File: src/rtl/rotary_pkg.sv
// Shared encodings for the rotary encoder front end: quadrature FSM states,
// Gray-code phase pairs and the FSM transition function.
package rotary_pkg;

  typedef enum logic [2:0] {
    ST_IDLE = 3'd0,
    ST_R1   = 3'd1,
    ST_R2   = 3'd2,
    ST_R3   = 3'd3,
    ST_L1   = 3'd4,
    ST_L2   = 3'd5,
    ST_L3   = 3'd6,
    ST_ERR  = 3'd7
  } state_t;

  localparam logic [1:0] PH_00 = 2'b00;
  localparam logic [1:0] PH_01 = 2'b01;
  localparam logic [1:0] PH_11 = 2'b11;
  localparam logic [1:0] PH_10 = 2'b10;

  // Clockwise Gray order is 00->01->11->10->00. Any two-bit jump lands in ERR.
  function automatic state_t next_state(input state_t s, input logic [1:0] ph);
    state_t n;
    n = s;
    case (s)
      ST_IDLE: begin
        case (ph)
          PH_01:   n = ST_R1;
          PH_10:   n = ST_L1;
          PH_11:   n = ST_ERR;
          default: n = ST_IDLE;
        endcase
      end
      ST_R1: begin
        case (ph)
          PH_11:   n = ST_R2;
          PH_00:   n = ST_IDLE;
          PH_10:   n = ST_ERR;
          default: n = ST_R1;
        endcase
      end
      ST_R2: begin
        case (ph)
          PH_10:   n = ST_R3;
          PH_01:   n = ST_R1;
          PH_00:   n = ST_ERR;
          default: n = ST_R2;
        endcase
      end
      ST_R3: begin
        case (ph)
          PH_00:   n = ST_IDLE;
          PH_11:   n = ST_R2;
          PH_01:   n = ST_ERR;
          default: n = ST_R3;
        endcase
      end
      ST_L1: begin
        case (ph)
          PH_11:   n = ST_L2;
          PH_00:   n = ST_IDLE;
          PH_01:   n = ST_ERR;
          default: n = ST_L1;
        endcase
      end
      ST_L2: begin
        case (ph)
          PH_01:   n = ST_L3;
          PH_10:   n = ST_L1;
          PH_00:   n = ST_ERR;
          default: n = ST_L2;
        endcase
      end
      ST_L3: begin
        case (ph)
          PH_00:   n = ST_IDLE;
          PH_11:   n = ST_L2;
          PH_10:   n = ST_ERR;
          default: n = ST_L3;
        endcase
      end
      default: begin
        n = (ph == PH_00) ? ST_IDLE : ST_ERR;
      end
    endcase
    return n;
  endfunction

endpackage

File: src/rtl/rotary_debounce.sv
// Single encoder phase: two-flop synchroniser followed by a debounce counter.
// With ROTARY_FILTER_GLITCH_COUNT_EN, glitch_o flags each rejected bounce.
module rotary_debounce #(
  parameter int DEBOUNCE_CYCLES = 16,
  parameter int CNT_WIDTH       = 16
) (
  input  logic clock,
  input  logic reset,
  input  logic raw_i,
`ifdef ROTARY_FILTER_GLITCH_COUNT_EN
  output logic glitch_o,
`endif
  output logic clean_o
);

  localparam logic [CNT_WIDTH-1:0] CNT_LAST = CNT_WIDTH'(DEBOUNCE_CYCLES - 1);

  logic                 sync1_q;
  logic                 sync2_q;
  logic                 clean_q;
  logic                 clean_d;
  logic [CNT_WIDTH-1:0] cnt_q;
  logic [CNT_WIDTH-1:0] cnt_d;
  logic                 reject;

  // The clean value only follows after DEBOUNCE_CYCLES consecutive disagreements.
  always_comb begin
    cnt_d   = cnt_q;
    clean_d = clean_q;
    reject  = 1'b0;
    if (sync2_q == clean_q) begin
      cnt_d  = '0;
      reject = (cnt_q != '0);
    end else if (cnt_q == CNT_LAST) begin
      clean_d = sync2_q;
      cnt_d   = '0;
    end else begin
      cnt_d = cnt_q + 1'b1;
    end
  end

  always_ff @(posedge clock or negedge reset) begin
    if (!reset) begin
      sync1_q <= 1'b0;
      sync2_q <= 1'b0;
      clean_q <= 1'b0;
      cnt_q   <= '0;
    end else begin
      sync1_q <= raw_i;
      sync2_q <= sync1_q;
      clean_q <= clean_d;
      cnt_q   <= cnt_d;
    end
  end

  assign clean_o = clean_q;

`ifdef ROTARY_FILTER_GLITCH_COUNT_EN
  assign glitch_o = reject;
`else
  logic unused_reject;
  assign unused_reject = reject;
`endif

endmodule

File: src/rtl/rotary_filter.sv
// Rotary encoder front end: debounce both phases, decode detents into step
// pulses and track position. Optional ROTARY_FILTER_GLITCH_COUNT_EN adds glitch_count.
module rotary_filter
  import rotary_pkg::*;
#(
  parameter int DEBOUNCE_CYCLES = 16,
  parameter int CNT_WIDTH       = 16
) (
  input  logic       clock,
  input  logic       reset,
  input  logic [1:0] rotary,
  output logic [1:0] rotary_clean,
  output logic       step_right,
  output logic       step_left,
  output logic [7:0] position,
`ifdef ROTARY_FILTER_GLITCH_COUNT_EN
  output logic [7:0] glitch_count,
`endif
  output logic [2:0] fsm_state
);

  logic [1:0] clean;
  state_t     state_q;
  state_t     state_n;
  logic       step_right_q;
  logic       step_left_q;
  logic [7:0] position_q;
  logic       cw_done;
  logic       ccw_done;

`ifdef ROTARY_FILTER_GLITCH_COUNT_EN
  logic [1:0] glitch_ph;
  logic       glitch_evt;
  logic [7:0] glitch_q;
`endif

  for (genvar g = 0; g < 2; g++) begin : g_phase
    rotary_debounce #(
      .DEBOUNCE_CYCLES(DEBOUNCE_CYCLES),
      .CNT_WIDTH      (CNT_WIDTH)
    ) u_debounce (
      .clock   (clock),
      .reset   (reset),
      .raw_i   (rotary[g]),
`ifdef ROTARY_FILTER_GLITCH_COUNT_EN
      .glitch_o(glitch_ph[g]),
`endif
      .clean_o (clean[g])
    );
  end

  assign state_n  = next_state(state_q, clean);
  assign cw_done  = (state_q == ST_R3) && (clean == PH_00);
  assign ccw_done = (state_q == ST_L3) && (clean == PH_00);

  // Step pulses and position move together on the edge that closes a detent.
  always_ff @(posedge clock or negedge reset) begin
    if (!reset) begin
      state_q      <= ST_IDLE;
      step_right_q <= 1'b0;
      step_left_q  <= 1'b0;
      position_q   <= 8'h00;
    end else begin
      state_q      <= state_n;
      step_right_q <= cw_done;
      step_left_q  <= ccw_done;
      if (cw_done) begin
        position_q <= position_q + 8'd1;
      end else if (ccw_done) begin
        position_q <= position_q - 8'd1;
      end
    end
  end

`ifdef ROTARY_FILTER_GLITCH_COUNT_EN
  // A bounce on either phase and an ERR entry in the same cycle count once.
  assign glitch_evt = (|glitch_ph) || ((state_n == ST_ERR) && (state_q != ST_ERR));

  always_ff @(posedge clock or negedge reset) begin
    if (!reset) begin
      glitch_q <= 8'h00;
    end else if (glitch_evt && (glitch_q != 8'hFF)) begin
      glitch_q <= glitch_q + 8'd1;
    end
  end

  assign glitch_count = glitch_q;
`endif

  assign rotary_clean = clean;
  assign step_right   = step_right_q;
  assign step_left    = step_left_q;
  assign position     = position_q;
  assign fsm_state    = state_q;

endmodule

File: config.mk
export PLATFORM = sky130hd
export DESIGN_NAME = rotary_filter
export DESIGN_NICKNAME = d
export VERILOG_FILES = /design/src/rtl/rotary_pkg.sv /design/src/rtl/rotary_debounce.sv /design/src/rtl/rotary_filter.sv
export SDC_FILE = /design/constraint.sdc
export NUM_CORES = 1
export LEC_CHECK = 0
export CAP_MARGIN = 20
export CORE_MARGIN = 2
export CORE_UTILIZATION = 43
export CTS_CLUSTER_DIAMETER = 40
export CTS_CLUSTER_SIZE = 30
export DETAILED_ROUTE_END_ITERATION = 8
export HOLD_SLACK_MARGIN = 0.05
export PLACE_DENSITY_LB_ADDON = 0.08
export SYNTH_ARGS = -nofsm -noshare
export SYNTH_HDL_FRONTEND = slang
export SYNTH_SLANG_ARGS = --single-unit
File: constraint.sdc
create_clock -name clock -period 4.8 [get_ports clock]
set_input_delay 0.72 -clock clock [delete_from_list [all_inputs] [get_ports clock]]
set_output_delay 0.72 -clock clock [all_outputs]
set_load 0.05 [all_outputs]
# Word level (Yosys, flattened, before mapping)
# Cells that the tools add are included.
dict set report word_totals {
  regBits 51
  inputBits 4
  output_inout_bits 15
  elab_cells 53
}
dict set report classes {
  add_sub_neg 4
  n_eq_ne 13
  muxes 15
  bitwise_logic 2
  n_reduce_logical 7
}
# op count
set op_table {}
lappend op_table {{16-bit 2-to-1 mux} 4}
lappend op_table {{3-bit one-hot mux with 3 select lines} 6}
lappend op_table {{16-bit by 1-bit adder with 16-bit output (second input constant)} 2}
lappend op_table {{16-bit by 4-bit == test with 1-bit output (second input constant)} 2}
lappend op_table {{3-bit one-hot mux with 7 select lines} 1}
lappend op_table {{8-bit 2-to-1 mux} 2}
lappend op_table {{3-bit == test (second input constant)} 3}
lappend op_table {{8-bit by 1-bit adder with 8-bit output (second input constant)} 1}
lappend op_table {{8-bit by 1-bit subtractor with 8-bit output (second input constant)} 1}
lappend op_table {{3-bit by 2-bit == test with 1-bit output (second input constant)} 2}
lappend op_table {{2-bit one-hot mux with 3 select lines} 1}
lappend op_table {{2-bit == test (second input constant)} 2}
lappend op_table {{2-bit AND reduction} 2}
lappend op_table {{3-bit by 1-bit == test with 1-bit output (second input constant)} 1}
lappend op_table {{3-bit logical NOT} 1}
lappend op_table {{3-bit 2-to-1 mux} 1}
lappend op_table {{1-bit == test} 2}
lappend op_table {{2-bit by 1-bit == test with 1-bit output (second input constant)} 1}
lappend op_table {{1-bit logical AND} 2}
lappend op_table {{2-bit logical NOT} 1}
lappend op_table {{1-bit NOT} 2}
lappend op_table {{2-bit nonzero test} 1}

# Logic depth before layout (Yosys ltp)
# Gate-level depths: netlist of the first run.
dict set report depth {
  word_depth 4
  depth_mapped 9
  depth_no_buf 8
}

# By module
# From an unflattened synthesis of the first run, not the netlist that was laid out.
dict set report hier_totals {
  hier_cells 283
  area_unflattened_um2 2919.0
}
# module n_inst cells_each area_each_um2 seq_area_each_um2
set by_module_without_submodules {}
lappend by_module_without_submodules {rotary_debounce 2 83 922.1 475.5}
lappend by_module_without_submodules {rotary_filter 1 117 1074.8 325.3}

# Least setup slack after synthesis of the first run
# OpenSTA, ideal clock, no wires.
dict set report synth_path {
  path_kind {register to register}
  from {register state_q[2] (netlist: fsm_state[2])}
  to {register position_q[5] (netlist: position[5])}
  setup_ns 0.069
  t_arrival_ns 2.680
  required_time_ns 4.731
  setup_slack_ns 2.051
  stages_incl_launch_ff 9
  path_buffers 2
  synth_period_minus_slack_ns 2.749
  path_cell_list {dfrtp_1 -> buf_4 -> clkbuf_1 -> nand4b_1 -> ha_1 -> a211oi_1 -> o21bai_1 -> a2111o_1 -> nand3_1}
}
dict set report synth_via {
  elab_chain_len 3
  elab_cells_between_ends 6
  cone_classes {2 x eq/ne; 1 x mux; 3 x reduce/logical}
}
# element line_no
set synth_rtl {}
lappend synth_rtl {{start: declaration} rotary_filter.sv:23} ;# state_t state_q;
lappend synth_rtl {{start signal: assignment} rotary_filter.sv:64} ;# state_q <= state_n;
lappend synth_rtl {{3-bit by 2-bit == test with 1-bit output / 3-bit == test (equally long branches)} {rotary_filter.sv:53, rotary_filter.sv:54}}
lappend synth_rtl {{1-bit logical AND (on tied branches)} {rotary_filter.sv:53, rotary_filter.sv:54}}
lappend synth_rtl {{8-bit 2-to-1 mux / 2-bit nonzero test (equally long branches)} n/a}
lappend synth_rtl {{end signal: assignment} rotary_filter.sv:68} ;# position_q <= position_q + 8'd1;
lappend synth_rtl {{end signal: assignment} rotary_filter.sv:70} ;# position_q <= position_q - 8'd1;
lappend synth_rtl {{end: declaration} rotary_filter.sv:27} ;# logic [7:0] position_q;
# Several ways; a longest one is shown, not always the timed one.
# A chain may end at the register's enable or synchronous reset.

# Final worst setup path of the first run
dict set report layout_path {
  from {register g_phase[0].u_debounce.clean_q}
  to {register position_q[5] (netlist: position[5])}
}
dict set report layout_via {
  elab_chain_len 3
  elab_cells_between_ends 5
  cone_classes {1 x mux; 4 x reduce/logical}
}
# element line_no
set layout_rtl {}
lappend layout_rtl {{start: declaration} rotary_debounce.sv:20} ;# logic clean_q;
lappend layout_rtl {{start signal: assignment} rotary_debounce.sv:51} ;# clean_q <= clean_d;
lappend layout_rtl {{2-bit logical NOT *} {rotary_filter.sv:53, rotary_filter.sv:54}}
lappend layout_rtl {{1-bit logical AND (on tied branches)} {rotary_filter.sv:53, rotary_filter.sv:54}}
lappend layout_rtl {{8-bit 2-to-1 mux / 2-bit nonzero test (equally long branches)} n/a}
# Mark *: on every way between the ends. The rest lies on a longest branch, timed or not.

==> metrics.cfg, run 1 <==
[power]
ir_drop_uv=140
switchingPower_uw=166
combPwrFrac_pct=3.1
internal-power_uw=544
p_leak_nw=1.38
p_seq_share_pct=62.0
swShare_pct=23.4
clock_power_share_pct=34.9
power_density_nw_per_um2=224

[floorplanning]
fp.dieW_um=85.8
num_io_pins=19
start_util_pct=44.8
die_area_sq_um=7360
rows=29
die_y_um=85.8
design.core.area_sq_um=6420

[cells_and_area]
fin_nets=323
area_growth_pct=10.3
n_antenna_cell=0
fillers=616
final_cell_count_no_fill=380
post-route-util_pct=49.4
drive_above_1_share_pct=7.26

[status]
violations=DRC
outcome=finished with violations

[worst_setup_path]
worstPathArrival_ns=3.17
cp_num_buf_inv=1
cp_cell_sequence=inv_1 -> ha_1 -> nand4b_1 -> ha_1 -> a211oi_1 -> o21bai_1 -> a2111o_1 -> nand3_1
cp-end-kind=flip-flop
critPathRequiredTime_ns=5.05
path_delay_family=compound AO/OA/AOI/OAI gates
crit_fanout=10
crit_path_frequent_cell=ha_1
slowest_stage=dfrtp_1
critPathKind=reg2reg
max_stage_delay_ns=0.49
cp-start-kind=flip-flop

[place]
dpl.cell_count=372
place_hpwl_um=3770
port_buffers=18
place.gp.congestion=0.804

[timing]
worst_slew_margin_rel_pct=57.4
finClkSkew_ns=0.00891
setup_viol=0
fmax_mhz=342
fin_tns_setup_ns=0
worst_pin_slew_ns=0.639
drv_slew=0
hold_viol=0
period_share_pct=61.0
final.min_clock_period_ns=2.93
rsz0062_at_grt=false

[cts]
clk_latency_ns=0.30
cts.sinks=51
cts_max_level=2
cts.repair.resized=0
cts_tree=yes
root_buffer=clkbuf_8
cts_buffers=5
cts_hold_buf=0
postCtsSetupBuffers=0
clockBufferDepth=2
path_clk_slew_ns=0.10

[route]
final_antenna_net_count=0
wirelength_um=5430
drc=2
vias=2092
first_pass_iters=8
via_per_inst=5.51
dr.first_iter.drc_count=76
wl_per_cell_um=14.3

[synth]
yosysWarnings=0
synth_fp_nets=308
synth_seq_cells=51
ys_seq_area_share_pct=44.4
synth.distinct_cells=51
netlist_instances=287
synth_enable_flop_cells=0
syn_avg_cell_area_sq_um=10.0
netlist_area_sq_um=2880
synth_flop_cell=dfrtp_1
ys_async_sr_fraction_pct=100

[global_route]
grt_pass1_wl_um=9810
grt_pass1_vias=2046
grt-ovfl-total=0
grt_max_degree=52
antenna_found_initial=0
track_usage_pct=16.6

[min_path]
holdCritPathClass=reg2reg

[run]
cap_viol_max_count=0

==> worst paths after layout <==
kind,depth (start not counted),slack [ns],to,start
max,8,1.87,position[5],g_phase[0].u_debounce.clean_o
min,0,0.36,g_phase[0].u_debounce.sync2_q,g_phase[0].u_debounce.sync1_q
max reg2reg,8,1.87,position[5],g_phase[0].u_debounce.clean_o
min reg2reg,0,0.36,g_phase[0].u_debounce.sync2_q,g_phase[0].u_debounce.sync1_q
max in group asynchronous,2,3.85,step_left,reset
min in group asynchronous,2,0.51,fsm_state[1],reset
==> flip-flops by register name (all words and copies together), names as in the netlist <==
signal and cells:
step_right 1, g_phase.u_debounce.sync1_q 2, position 8, g_phase.u_debounce.clean_o 2, step_left 1, fsm_state 3, g_phase.u_debounce.cnt_q 32, g_phase.u_debounce.sync2_q 2
==> cells in the mapped netlist (2+ instances only) <==
library cell | n | area (sq um)
a211oi_1 | 3 | 22.5
a21oi_1 | 11 | 55.1
a31o_2 | 2 | 17.5
and2_1 | 2 | 12.5
and3_1 | 6 | 37.5
and4_1 | 4 | 35.0
buf_2 | 4 | 20.0
buf_4 | 3 | 22.5
clkbuf_2 | 2 | 10.0
dfrtp_1 | 51 | 1280
ha_1 | 16 | 200
inv_1 | 12 | 45.0
mux2_2 | 5 | 56.3
nand2_1 | 16 | 60.1
nand2b_1 | 5 | 31.3
nand3_1 | 11 | 55.1
nand4_1 | 12 | 75.1
nand4b_1 | 2 | 17.5
nor2_1 | 36 | 135
nor2b_1 | 2 | 12.5
nor3_1 | 4 | 20.0
nor4_1 | 10 | 62.6
o2111ai_1 | 2 | 17.5
o21ai_0 | 7 | 35.0
o21bai_1 | 2 | 15.0
o22ai_1 | 2 | 12.5
or3_1 | 3 | 18.8
xnor2_1 | 16 | 140
xor2_1 | 14 | 123
==> logic make-up (layout without fill, tap and decap cells) <==
kind of cell	Yosys count	after routing	synth area share [%]
muxes	6	6	2.87
and+or+nand+nor	120	120	21.8
AOI/OAI and AO/OA	39	39	9.23
DFF	51	51	44.4
adders and majority gates	17	17	7.66
buffers and inverters	23	39	3.92
xor gates and xnor gates	31	31	10.1
==> per-layer routing <==
| metal | vias to the layer above | global-route usage [%] | part of all wire, % |
|---|---|---|---|
| met3 | 5 | 3.56 | 2.7 |
| met4 | 0 | 4.33 | 0.94 |
| met2 | 28 | 26.5 | 47 |
| li1 | 1047 | - | - |
| met5 | - | 0 | 0 |
| met1 | 1012 | 23.2 | 49 |
==> layout by cell type (no fill, tap or decap), drive strengths merged, types with 2 or more instances in the layout <==
| cell | n |
|---|---|
| nand2b | 5 |
| xor2 | 14 |
| or3 | 3 |
| nor2 | 37 |
| xnor2 | 17 |
| o21bai | 2 |
| a21oi | 11 |
| nor3 | 4 |
| o21ai | 7 |
| nand4b | 2 |
| nor4 | 11 |
| and3 | 6 |
| o2111ai | 2 |
| ha | 16 |
| inv | 12 |
| clkbuf | 6 |
| nor2b | 2 |
| a31o | 2 |
| and2 | 2 |
| o22ai | 2 |
| and4 | 4 |
| dfrtp | 51 |
| a211oi | 3 |
| nand4 | 12 |
| buf | 2 |
| mux2 | 5 |
| or2 | 2 |
| nand3 | 12 |
| nand2 | 17 |
| clkdlybuf4s50 | 17 |
==> worst reg2reg max path: stages, from the launching register on <==
cell and delay (ns):
dfrtp_1 0.49, inv_1 0.18, ha_1 0.31, nand4b_1 0.45, ha_1 0.47, a211oi_1 0.38, o21bai_1 0.13, a2111o_1 0.41
nand3_1 0.07
==> metrics by stage <==
step | hold slack, ns | setup slack (ns) | instance area [sq um] | total power, mW
2_1_floorplan | 0.331 | 2.05 | 2880 | 0.457
5_1_grt | 0.366 | 1.65 | 3170 | 0.746
3_5_place_dp | 0.341 | 1.89 | 3090 | 0.472
3_3_place_gp | 0.334 | 1.99 | 3090 | 0.472
4_1_cts | 0.363 | 1.86 | 3170 | 0.724
6_report | 0.359 | 1.87 | 3170 | 0.710
==> layout make-up <==
| type | instances | area, sq um | share of cell area [%] |
|---|---|---|---|
| sequential | 51 | 1280 | 40.2 |
| multi-input combinational | 213 | 1490 | 46.9 |
| clock inverter | 2 | 12.5 | 0.394 |
| timing repair buffer | 19 | 183 | 5.76 |
| clock buffer | 6 | 72.6 | 2.29 |
| inverter | 12 | 45.0 | 1.42 |
| tap | 77 | 96.3 | 3.04 |
==> power by group through the flow <==
stage	combinational [mW]	clock, mW	sequential, mW
after floorplan	0.00998	0	0.447
after global placement	0.0235	0	0.449
after detailed placement	0.0238	0	0.449
after CTS	0.0239	0.260	0.440
after global routing	0.0268	0.278	0.441
final	0.0222	0.248	0.440
No activity file was read; power rests on OpenSTA's default activity.
==> inputs of run 2 (changes only) <==
- clock period: 4.8 -> 2.75 ns (I/O delays scaled with it)
==> run 2 against run 1 <==
The flow still finishes with violations (DRC); largest power group unchanged; cell count increased by 1.6%; via count increased by 2.6%; combinational power rose by 82%; routed wire length increased by 2.4%; die area stayed put; register-to-register slack worse by 1.6 ns; critical path type unchanged; highest routed layer unchanged; setup slack worse by 1.6 ns; critical endpoint unchanged; largest cell class unchanged.
==> metrics.cfg, run 2 (synthesis gave the netlist of run 1 again) <==
[status]
outcome=finished with violations
violations=DRC

[timing]
fin_tns_setup_ns=0  ; unchanged
final.min_clock_period_ns=2.50  ; -0.426 ns
worst_slew_margin_rel_pct=58.9  ; +1.5 points
hold_viol=0  ; unchanged
setup_viol=0  ; unchanged
finalWorstSetupSlack_ns=0.249  ; -1.62 ns
rsz0062_at_grt=false
fmax_mhz=400  ; +17%
finClkSkew_ns=0.00740  ; -0.00151 ns
worst_pin_slew_ns=0.617  ; -0.0222 ns
period_share_pct=90.9  ; +30 points
drv_slew=0  ; unchanged

[cells_and_area]
area_growth_pct=12.2
regMostFlops=g_phase.u_debounce.cnt_q
fillers=592  ; -3.9%
final_common_cell=dfrtp_1
drive_above_1_share_pct=9.39  ; +2.1 points
final_area_sq_um=3230  ; +1.7%
layout_common_cells=51 x dfrtp_1, 36 x nor2_1, 17 x clkdlybuf4s50_1
largest_register_ff_count=32  ; unchanged
n_antenna_cell=0  ; unchanged
fin_nets=329  ; +1.9%

[power]
swShare_pct=24.8  ; +1.4 points
switchingPower_uw=314  ; +89%
ir_drop_uv=242  ; +72%
p_seq_share_pct=60.5  ; -1.5 points
combPwrFrac_pct=3.2  ; about the same
power_density_nw_per_um2=393  ; +76%
internal-power_uw=955  ; +75%
clock_power_share_pct=36.3  ; +1.4 points
p_leak_nw=1.41  ; +2.5%

[place]
place_hpwl_um=3910  ; +3.9%
place.gp.congestion=0.800  ; -0.45%
port_buffers=18  ; unchanged
dpl_cell_area_sq_um=3130  ; +1.5%
pre_cts_slack_ns=0.262  ; -1.63 ns

[floorplanning]
rows=29  ; unchanged
die_area_sq_um=7360  ; unchanged
design.core.area_sq_um=6420  ; unchanged
die_y_um=85.8  ; unchanged
num_io_pins=19  ; unchanged
start_util_pct=44.8  ; unchanged
fp.dieW_um=85.8  ; unchanged

[route]
via_per_inst=5.56  ; +0.99%
dr.first_iter.drc_count=62  ; -18%
final_antenna_net_count=0  ; unchanged
first_pass_iters=8  ; unchanged
vias=2146  ; +2.6%
wl_per_cell_um=14.4  ; +0.84%
wirelength_um=5560  ; +2.4%
drc=2  ; unchanged

[cts]
root_buffer=clkbuf_8
path_clk_slew_ns=0.10  ; about the same
cts_buffers=5  ; unchanged
cts_tree=yes
postCtsSetupBuffers=0  ; unchanged
cts_max_level=2  ; unchanged
cts.repair.resized=0  ; unchanged
clk_latency_ns=0.32  ; +0.02 ns
clockBufferDepth=2  ; unchanged
cts_hold_buf=0  ; unchanged
cts.sinks=51  ; unchanged

[worst_setup_path]
slowest_stage=a2111o_1
max_stage_delay_ns=0.42  ; -0.07 ns
crit_path_frequent_cell=ha_1
reg2reg_from=g_phase[0].u_debounce.clean_o
worstPathArrival_ns=2.75  ; -0.42 ns
critPathKind=reg2reg
cp-start-kind=flip-flop
cp-end-kind=flip-flop
critPathLaunch=g_phase[0].u_debounce.clean_o
cp_num_buf_inv=2  ; +1
cp_cell_sequence=inv_1 -> ha_1 -> nand4b_1 -> buf_4 -> ha_1 -> a211oi_1 -> o21bai_1 -> a2111o_1 -> nand3_1
path_delay_family=compound AO/OA/AOI/OAI gates
crit_fanout=10  ; unchanged
critPathRequiredTime_ns=3.00  ; -2.05 ns

[min_path]
holdCritPathClass=in2async

[global_route]
track_usage_pct=16.9  ; +0.31 points
grt_pass1_wl_um=9950  ; +1.4%
grt_pass1_vias=2060  ; +0.68%
grt_max_degree=29  ; -44%
grt-ovfl-total=0  ; unchanged
antenna_found_initial=0  ; unchanged

[run]
cap_viol_max_count=0  ; unchanged

==> run 2: changes by cell type in the layout (fill, tap and decap cells not counted) <==
cell,change
clkinv_2,-1
clkbuf_1,-1
buf_4,+6
clkinv_4,+2
==> run 2: through the flow <==
stage                     hold WS (ns)  std cells  power (mW)  util [%]
after floorplan                  0.117        287       0.798         -
after global placement           0.333        378       0.825      48.8
after detailed placement         0.336        378       0.825      48.8
after global routing             0.146        386        1.32      50.2
after CTS                        0.117        386        1.29      50.2
final                           0.0996        386        1.27      50.2
==> run 2: cell type report <==
cell class / instances / area [sq um] / area share, %
clock buffers: 5 / 68.8 / 2.13
repair buffers: 25 / 228 / 7.06
clock inverters: 3 / 25.0 / 0.776
inverters: 12 / 45.0 / 1.40
well taps: 77 / 96.3 / 2.99
multi-input cells: 213 / 1490 / 46.1
flip-flops and latches: 51 / 1280 / 39.6
==> run 2: per-layer routing <==
layer | wire [um] | part of all wire (%) | track usage [%]
met1 | 2780 | 50 | 23.8
met2 | 2490 | 45 | 26.1
met3 | 194 | 3.5 | 2.79
met4 | 92 | 1.7 | 6.93
met5 | 0 | 0 | 0
==> run 2: path summary, 6_finish.rpt <==
check                                                   to  slack, ns  depth (start not counted)
max                                            position[5]       0.25                          9
min                                              step_left        0.1                          1
max reg2reg                                    position[5]       0.25                          9
min reg2reg                  g_phase[0].u_debounce.sync2_q       0.36                          0
max in group asynchronous  g_phase[1].u_debounce.cnt_q[14]       1.99                          2
min in group clock           g_phase[0].u_debounce.sync2_q       0.36                          0
==> run 2: power groups by stage <==
| stage | sequential [mW] | combinational [mW] | clock, mW |
|---|---|---|---|
| after detailed placement | 0.783 | 0.0426 | 0 |
| after global placement | 0.783 | 0.0423 | 0 |
| after CTS | 0.768 | 0.0429 | 0.483 |
| final | 0.768 | 0.0404 | 0.461 |
| after floorplan | 0.781 | 0.0174 | 0 |
| after global routing | 0.770 | 0.0481 | 0.503 |
==> inputs of run 3 (changes only) <==
- CTS_BUF_LIST: default -> sky130_fd_sc_hd__clkbuf_8
==> results of run 3 <==
The final DEF is identical to that of run 2; final timing and power are the same.
==> patch (config.mk and constraints of run 3) <==
Register the output `rotary_clean`, without a reset; this adds one clock of latency there. The other outputs are not delayed to match.
--- a/src/rtl/rotary_filter.sv
+++ b/src/rtl/rotary_filter.sv
@@ -89,3 +89,5 @@
 
-  assign rotary_clean = clean;
+  always_ff @(posedge clock) begin
+    rotary_clean <= clean;
+  end
   assign step_right   = step_right_q;
Check against the original RTL: same outputs for any inputs over 10 cycles, from zero or initial values and one cycle with reset low; that may be too few to reach the edited logic, so the function may still have changed.
==> patch against run 3 <==
Sequential power rose by 3.8%. Worst setup slack improved by 230 ps. Cell area rose by 2.8%. Power rose by 9.4%. Wire length rose by 0.49%. Sequential cell count rose by 2. Synthesized cell count did not move. Clock skew rose by 1.9 ps. Global-route usage fell by 0.36 points. Synthesized area rose by 0.87%. Highest routed layer unchanged.
==> patch: results (changes against run 3) <==
status finished, final reports clean (was complete, but fails checks); number of I/O port buffers 18 (unchanged); Detail Placement HPWL 4020 um (was 3910 um); sequential fraction of the synthesis area 45.4% (was 44.4%); initial antenna violation count 0 (unchanged); Slew @ Worst Pin 506 ps (was 617 ps); Distinct cells, synth 52 (was 51); syn nets 308 (unchanged); grt met1 use 23.8% (about the same); vias in the first global route 2043 (was 2060); initial drt markers 56 (was 62); CTS resizes 0 (unchanged); P_leak 1.45 nW (was 1.41 nW); switching power 0.291 mW (was 0.314 mW); Nets 334 (was 329); min-delay worst type reg2reg (was in2async); CTS Hold Bufs 1 (was 0); postcts setup bufs 0 (unchanged); Largest register FFs 32 (unchanged); synth warn 0 (unchanged); final clock skew 9.28 ps (was 7.40 ps); CTS buffer count 5 (unchanged); global-route wire length before repair 9870 um (was 9950 um); Worst EP arrival 2510 ps (was 2750 ps); pin count of the biggest net entering global routing 22 (was 29); DR WL/cell 14.3 um (was 14.4 um); root buf cell clkbuf_8 (unchanged); largest register by flop count g_phase.u_debounce.cnt_q (unchanged); Post-synth top cells dfrtp_1 (51), nor2_1 (36), ha_1 (16), nand2_1 (16), xnor2_1 (16) (unchanged); CTS clk-pin slew, worst paths 100 ps (about the same); First-pass DRT Iterations 4 (was 8); dpl ws 484 ps (was 262 ps); hold_sp g_phase[1].u_debounce.sync1_q; Antenna Cells 0 (unchanged); placed instance area 0.00319 mm2 (was 0.00313 mm2); Startpoint Class flip-flop (unchanged); met2 Usage GRT 26.4% (was 26.1%); ys async rst share 96.2% (was 100%); M3 GR Usage 2.60% (was 2.79%); share of layout cells above drive strength 1 9.87% (was 9.39%); Bufs on Longest Clock Path 2 (unchanged); reg2reg start g_phase[0].u_debounce.clean_o (unchanged); GRT Overall Usage 16.6% (was 16.9%); fillers 583 (was 592); worst-path maximum fanout 10 (unchanged); Vias 2123 (was 2146); GPL Wtd Cong 0.795 (was 0.800); largest cells by area after synthesis dfrtp_1 (44%), ha_1 (6.9%), xnor2_1 (4.8%) (was dfrtp_1 (44%), ha_1 (7.0%), xnor2_1 (4.9%)); H-tree depth 2 (unchanged); Peak VDD IR 224 uV (was 242 uV); clock latency at the later pin of the worst-skew pair 300 ps (was 320 ps); antenna-violating nets left 0 (unchanged)
-- patch: cell types whose count changed after synthesis --
cell | run 3 | this run
buf_4 | 3 | 1
dfxtp_1 | 0 | 2
-- patch: worst paths after layout --
kind	end	slack, ps	depth (start not counted)
min in group asynchronous	g_phase[0].u_debounce.sync2_q	550	2
min	g_phase[1].u_debounce.sync2_q	370	0
min reg2reg	g_phase[1].u_debounce.sync2_q	370	0
max in group asynchronous	g_phase[1].u_debounce.cnt_q[5]	1590	3
max	position[5]	480	9
max reg2reg	position[5]	480	9
-- patch: per-stage QoR --
stage	std cells	power [mW]	utilization [%]	hold WS, ps
floorplan	287	0.828	-	117
global placement	382	0.854	49.6	340
detailed placement	382	0.855	49.6	348
CTS	391	1.42	51.6	374
global route	391	1.46	51.6	389
finish	391	1.39	51.6	368
-- patch: metal layers --
| layer | wire [um] | vias to the layer above | share of wire [%] |
|---|---|---|---|
| li1 | - | 1067 | - |
| met1 | 2830 | 1020 | 51 |
| met2 | 2570 | 32 | 46 |
| met3 | 135 | 4 | 2.4 |
| met4 | 51 | 0 | 0.91 |
| met5 | 0 | - | 0 |
-- patch: kinds of logic (layout without fill, tap and decap cells) --
group,count (synthesis),after routing,synth area share (%)
muxes,6,6,2.85
adders and majority gates,17,17,7.59
buffers and inverters,21,48,3.36
DFF,53,53,45.4
AOI/OAI and AO/OA,39,39,9.15
xor gates and xnor gates,31,31,10.0
and+or+nand+nor,120,120,21.7
-- patch: power by group through the flow --
stage               clock network [mW]  logic, mW  registers (mW)
floorplan                            0     0.0172           0.811
global route                     0.607     0.0488           0.799
detailed placement                   0     0.0431           0.812
global placement                     0     0.0419           0.812
finish                           0.550     0.0415           0.797
CTS                              0.578     0.0439           0.797
-- patch: worst max-delay path, cell delays in order, from the launching register on --
cell and delay (ps):
dfrtp_1 380, inv_1 120, ha_1 180, nand4b_1 90
buf_4 180, ha_1 300, a211oi_1 360, o21bai_1 120
a2111o_1 410, nand3_1 60
-- patch: final cells by class --
| type | instances | area [um2] | area share (%) |
|---|---|---|---|
| sequential | 53 | 1320 | 39.7 |
| multi-input combinational | 213 | 1490 | 44.8 |
| tap | 77 | 96.3 | 2.90 |
| clock buffer | 6 | 82.6 | 2.49 |
| inverter | 12 | 45.0 | 1.36 |
| clock inverter | 2 | 37.5 | 1.13 |
| timing repair buffer | 28 | 253 | 7.62 |
